**src/rtl/cp0_if.sv**
```systemverilog
// CP0 access and exception-request bundle between the M stage and coprocessor 0.
interface cp0_if;
    logic        we;
    logic [4:0]  addr;
    logic [31:0] din;
    logic [31:0] dout;
    logic [31:0] vpc;
    logic        bd_in;
    logic [4:0]  exc_code_in;
    logic [5:0]  hw_int;
    logic        eret;
    logic        req;
    logic [31:0] epc_out;
    logic        exl_out;

    modport master (
        output we, addr, din, vpc, bd_in, exc_code_in, hw_int, eret,
        input  dout, req, epc_out, exl_out
    );

    modport slave (
        input  we, addr, din, vpc, bd_in, exc_code_in, hw_int, eret,
        output dout, req, epc_out, exl_out
    );
endinterface

```
**src/rtl/cp0_unit.sv**
```systemverilog
// MIPS coprocessor 0 (SR/Cause/EPC/PRId): decides exception/interrupt entry at M.
// req and dout are combinational; register updates are visible the next cycle.
module cp0_unit #(
    parameter logic [31:0] PRID_VALUE = 32'h2023_1109
) (
    input  logic clk,
    input  logic rst,
    cp0_if.slave bus
);
    logic [5:0]  im_q, im_d;
    logic        ie_q, ie_d;
    logic        exl_q, exl_d;
    logic        bd_q, bd_d;
    logic [5:0]  ip_q, ip_d;
    logic [4:0]  exc_q, exc_d;
    logic [29:0] epc_q, epc_d;

    logic        int_req, exc_req, req;
    logic [29:0] victim_pc;
    logic [31:0] dout_w;

    assign int_req = (|(bus.hw_int & im_q)) & ie_q & ~exl_q;
    assign exc_req = (bus.exc_code_in != 5'd0) & ~exl_q;
    assign req     = (int_req | exc_req) & ~rst;

    // EPC is word aligned, so only the word address of the victim is kept
    assign victim_pc = bus.bd_in ? (bus.vpc[31:2] - 30'd1) : bus.vpc[31:2];

    always_comb begin
        im_d  = im_q;
        ie_d  = ie_q;
        exl_d = exl_q;
        bd_d  = bd_q;
        exc_d = exc_q;
        epc_d = epc_q;
        ip_d  = bus.hw_int;
        if (req) begin
            exl_d = 1'b1;
            bd_d  = bus.bd_in;
            exc_d = int_req ? 5'd0 : bus.exc_code_in;
            epc_d = victim_pc;
        end else begin
            if (bus.we && bus.addr == 5'd12) begin
                im_d  = bus.din[15:10];
                exl_d = bus.din[1];
                ie_d  = bus.din[0];
            end
            if (bus.we && bus.addr == 5'd14) begin
                epc_d = bus.din[31:2];
            end
            // eret after a same-cycle SR write still leaves EXL cleared
            if (bus.eret) begin
                exl_d = 1'b0;
            end
        end
    end

    always_ff @(posedge clk) begin
        if (rst) begin
            im_q  <= '0;
            ie_q  <= 1'b0;
            exl_q <= 1'b0;
            bd_q  <= 1'b0;
            ip_q  <= '0;
            exc_q <= '0;
            epc_q <= '0;
        end else begin
            im_q  <= im_d;
            ie_q  <= ie_d;
            exl_q <= exl_d;
            bd_q  <= bd_d;
            ip_q  <= ip_d;
            exc_q <= exc_d;
            epc_q <= epc_d;
        end
    end

    always_comb begin
        dout_w = '0;
        case (bus.addr)
            5'd12:   dout_w = {16'b0, im_q, 8'b0, exl_q, ie_q};
            5'd13:   dout_w = {bd_q, 15'b0, ip_q, 3'b0, exc_q, 2'b00};
            5'd14:   dout_w = {epc_q, 2'b00};
            5'd15:   dout_w = PRID_VALUE;
            default: dout_w = '0;
        endcase
    end

    assign bus.dout    = dout_w;
    assign bus.req     = req;
    assign bus.epc_out = {epc_q, 2'b00};
    assign bus.exl_out = exl_q;
endmodule

```
**src/flat_wrapper.sv**
```systemverilog
// flat-port wrapper written by rule: the top's interface ports become plain ports
module cp0_unit_flat 
#(
    parameter logic [31:0] PRID_VALUE = 32'h2023_1109
)
  (clk, rst, bus_we, bus_addr, bus_din, bus_vpc, bus_bd_in, bus_exc_code_in, bus_hw_int, bus_eret, bus_dout, bus_req, bus_epc_out, bus_exl_out);
  cp0_if bus_i ();
  input  logic clk;
  input  logic rst;
  input wire logic [$bits(bus_i.we)-1:0] bus_we;
  input wire logic [$bits(bus_i.addr)-1:0] bus_addr;
  input wire logic [$bits(bus_i.din)-1:0] bus_din;
  input wire logic [$bits(bus_i.vpc)-1:0] bus_vpc;
  input wire logic [$bits(bus_i.bd_in)-1:0] bus_bd_in;
  input wire logic [$bits(bus_i.exc_code_in)-1:0] bus_exc_code_in;
  input wire logic [$bits(bus_i.hw_int)-1:0] bus_hw_int;
  input wire logic [$bits(bus_i.eret)-1:0] bus_eret;
  output wire logic [$bits(bus_i.dout)-1:0] bus_dout;
  output wire logic [$bits(bus_i.req)-1:0] bus_req;
  output wire logic [$bits(bus_i.epc_out)-1:0] bus_epc_out;
  output wire logic [$bits(bus_i.exl_out)-1:0] bus_exl_out;
  assign bus_i.we = bus_we;
  assign bus_i.addr = bus_addr;
  assign bus_i.din = bus_din;
  assign bus_i.vpc = bus_vpc;
  assign bus_i.bd_in = bus_bd_in;
  assign bus_i.exc_code_in = bus_exc_code_in;
  assign bus_i.hw_int = bus_hw_int;
  assign bus_i.eret = bus_eret;
  assign bus_dout = bus_i.dout;
  assign bus_req = bus_i.req;
  assign bus_epc_out = bus_i.epc_out;
  assign bus_exl_out = bus_i.exl_out;
  cp0_unit #(.PRID_VALUE(PRID_VALUE)) u_core (.clk(clk), .rst(rst), .bus(bus_i));
endmodule
```
**config.mk**
```make
export PLATFORM = sky130hd
export DESIGN_NAME = cp0_unit_flat
export DESIGN_NICKNAME = d
export VERILOG_FILES = /design/src/rtl/cp0_if.sv /design/src/rtl/cp0_unit.sv /design/src/flat_wrapper.sv
export SDC_FILE = /design/constraint.sdc
export NUM_CORES = 1
export LEC_CHECK = 0
export BUFFER_PORTS_ARGS = -buffer_cell sky130_fd_sc_hd__buf_2
export CAP_MARGIN = 20
export CORE_MARGIN = 4
export CORE_UTILIZATION = 42
export CTS_CLUSTER_DIAMETER = 40
export CTS_CLUSTER_SIZE = 14
export DETAILED_ROUTE_END_ITERATION = 16
export HOLD_SLACK_MARGIN = 0.05
export PLACE_DENSITY = 0.81
export SKIP_CTS_REPAIR_TIMING = 1
export SYNTH_ARGS = -nofsm -noshare
export SYNTH_HDL_FRONTEND = slang
export SYNTH_SLANG_ARGS = --single-unit
```
**constraint.sdc**
```tcl
create_clock -name clk -period 2.2 [get_ports clk]
set_input_delay 0.33 -clock clk [delete_from_list [all_inputs] [get_ports clk]]
set_output_delay 0.33 -clock clk [all_outputs]
set_load 0.01 [all_outputs]
```
==> results.toml <==
[run_status]
status = "completed"

[timing]
grt_setup_unrepaired = "false"
hold_viol = 0
worst_pin_slew_ns = 0.779
finalCriticalPeriod_ns = 1.96
setup_viol = 0
tns_ns = 0
fmax_mhz = 511
finClkSkew_ns = 0.00761
fin_crit_sh_pct = 89.0
final-max-slew-violation-count = 0
relSlewSlack_pct = 47.8

[setup_path]
startpoint_type = "flop"
crit_fanout = 25
crit_type = "flop to flop"
crit_path_end_kind = "flop"
path_delay_family = "compound AO/OA/AOI/OAI gates"
arrival_ns = 2.15
slowest_stage = "or2_2"
crit_chain = "a22oi_1 > a311oi_4 > buf_4 > or2_2 > buf_12 > a311oi_1"
critPathRequiredTime_ns = 2.39
ff2ff_setup_slack_ns = 0.24
cp_num_buf_inv = 2
max_stage_delay_ns = 0.35

[drt]
ant_nets = 0
firstDrtPassIters = 5
viasPerCell = 5.91
vias = 3849
wirelength_um = 11500
drc_errors = 0
wire_per_inst_um = 17.7
first_iter_violations = 232

[synthesis]
synth-edff-count = 0
async_flop_share_pct = 0
synth_area_leaders = "dfxtp_1, a2111oi_0, and3_1"
synth.cell_area_mm2 = 0.00334
synth_commonest_cells = "dfxtp_1, nor2_1, and3_1"
synth_top_cell_by_area = "dfxtp_1"
avgSynthCellArea_um2 = 8.24
synth_cells = 405
ys_warn_count = 0
synth_most_common_cell = "dfxtp_1"
synth_top_area_share_pct = 30.0
ys_ff_latch = 50
seq_area_frac_synth_pct = 30.0
post_synth_num_cell_types = 51
synth-main-ff-cell = "dfxtp_1"

[floorplan]
fp.dieH_um = 97.1
dieArea_mm2 = 0.00944
start_util_pct = 43.2
ios = 151
rows = 32
coreArea_mm2 = 0.00773
die_w_um = 97.1

[clocking]
clockBufferDepth = 2
cts_buffers = 5
h-tree-depth = 2
cts_root_buffer = "clkbuf_8"
clk_pin_slew_worst_paths_ns = 0.09
cts_tree = "done"
cts.sinks = 50
clk_latency_ns = 0.30

[global_routing]
use_met3_pct = 3.73
grt-ovfl-total = 0
met1_usage_pct = 29.5
grt_pass1_wl_um = 18600
grt_pass1_vias = 3738
grt_max_degree = 42
gr-max-usage-layer = "met2"
met2_usage_pct = 41.2
grt_use_total_pct = 23.5
antenna_found_initial = 0

[final_layout]
drive_above_1_share_pct = 35.7
syn2layout_area_growth_pct = 31.0
layout.nets = 634
diodes = 0
finalInstanceArea_mm2 = 0.00437
fillers = 702

[placed_design]
dp_hpwl_um = 8890
numPortBuffers = 146
gp_congestion = 0.863
placed_area_mm2 = 0.00426

[power]
worst_ir_drop_vdd_mv = 0.234
p_leak_nw = 1.97
p_per_area_mw_per_mm2 = 480

[flow_run]
cap_violations = 0

[min_path]
hold_class = "input pin to flop"
[registers in the layout (all words and copies together), names as in the netlist]
register            cells
u_core.bd_q             1
u_core.ip_q             6
u_core.im_q             6
u_core.bus.exl_out      1
u_core.ie_q             1
u_core.exc_q            5
u_core.epc_q           30
[cells by family (layout without fill, tap and decap cells)]
kind of cell | Yosys count | after routing | share of synthesized area, %
fa+ha+maj | 1 | 1 | 0.375
mux | 17 | 17 | 5.10
compound gates | 102 | 102 | 23.9
xor+xnor | 12 | 12 | 3.15
other cells | 1 | 2 | 0.112
buf+inv | 44 | 187 | 6.00
simple gates | 178 | 178 | 31.3
flops | 50 | 50 | 30.0
[cell usage in the layout (no fill, tap or decap), drive strengths merged, types with 2 or more instances in the layout]
master,n
nor2b,9
a22oi,8
or4,12
o21ai,5
nand3,6
conb,2
or3,4
a311oi,18
nand4,5
nor3,7
o31ai,12
nand3b,6
mux2i,17
nand2,13
xnor2,3
inv,4
a21oi,11
a211oi,13
and3,31
clkbuf,7
a21bo,2
dfxtp,50
and2,13
a2111oi,29
or2,3
nand4b,2
xor2,9
nand2b,16
nor4,3
buf,175
nor2,44
[final cells by class]
class | instances | area, um^2 | area share (%)
clock buffers | 7 | 86.3 | 1.97
clock inverters | 1 | 5.00 | 0.114
inverters | 4 | 15.0 | 0.343
multi-input cells | 312 | 2160 | 49.5
flip-flops and latches | 50 | 1000 | 22.9
well taps | 102 | 128 | 2.92
repair buffers | 175 | 973 | 22.3
[routing by layer]
layer / vias up / wire length [um]
met2: 152 / 5940
li1: 1828 / -
met1: 1854 / 4720
met4: 0 / 154
met3: 15 / 702
met5: - / 0
[metrics by stage]
stage | hold slack, ns | std cells | worst slack (ns) | total power [mW] | utilization [%]
after floorplan | 0.457 | 406 | 0.224 | 1.30 | -
after global placement | 0.475 | 640 | 0.0927 | 1.54 | 55.1
after detailed placement | 0.485 | 640 | 0.0852 | 1.56 | 55.1
after CTS | 0.257 | 648 | 0.0135 | 2.10 | 56.3
after global routing | 0.257 | 651 | 0.0884 | 2.19 | 56.6
final | 0.265 | 651 | 0.242 | 2.10 | 56.6
[worst register-to-register path, cell delays in order, from the launching register on]
cell and delay [ns]:
dfxtp_1 0.33, a22oi_1 0.32, a311oi_4 0.16, buf_4 0.20
or2_2 0.35, buf_12 0.18, a311oi_1 0.30
[power breakdown]
part           internal (mW)  switching, mW  leakage, nW
logic                  0.229          0.285         1.50
clock network          0.255          0.303       0.0482
registers              0.973         0.0530        0.414
[final timing paths]
check,start,to,cells after the start
max,u_core.im_q[3],u_core.epc_q[29],6
min,bus_hw_int[5],u_core.ip_q[5],2
max reg2reg,u_core.im_q[3],u_core.epc_q[29],6
min reg2reg,u_core.im_q[3],u_core.im_q[3],2
Note: power is estimated with default switching activity, not from simulation.
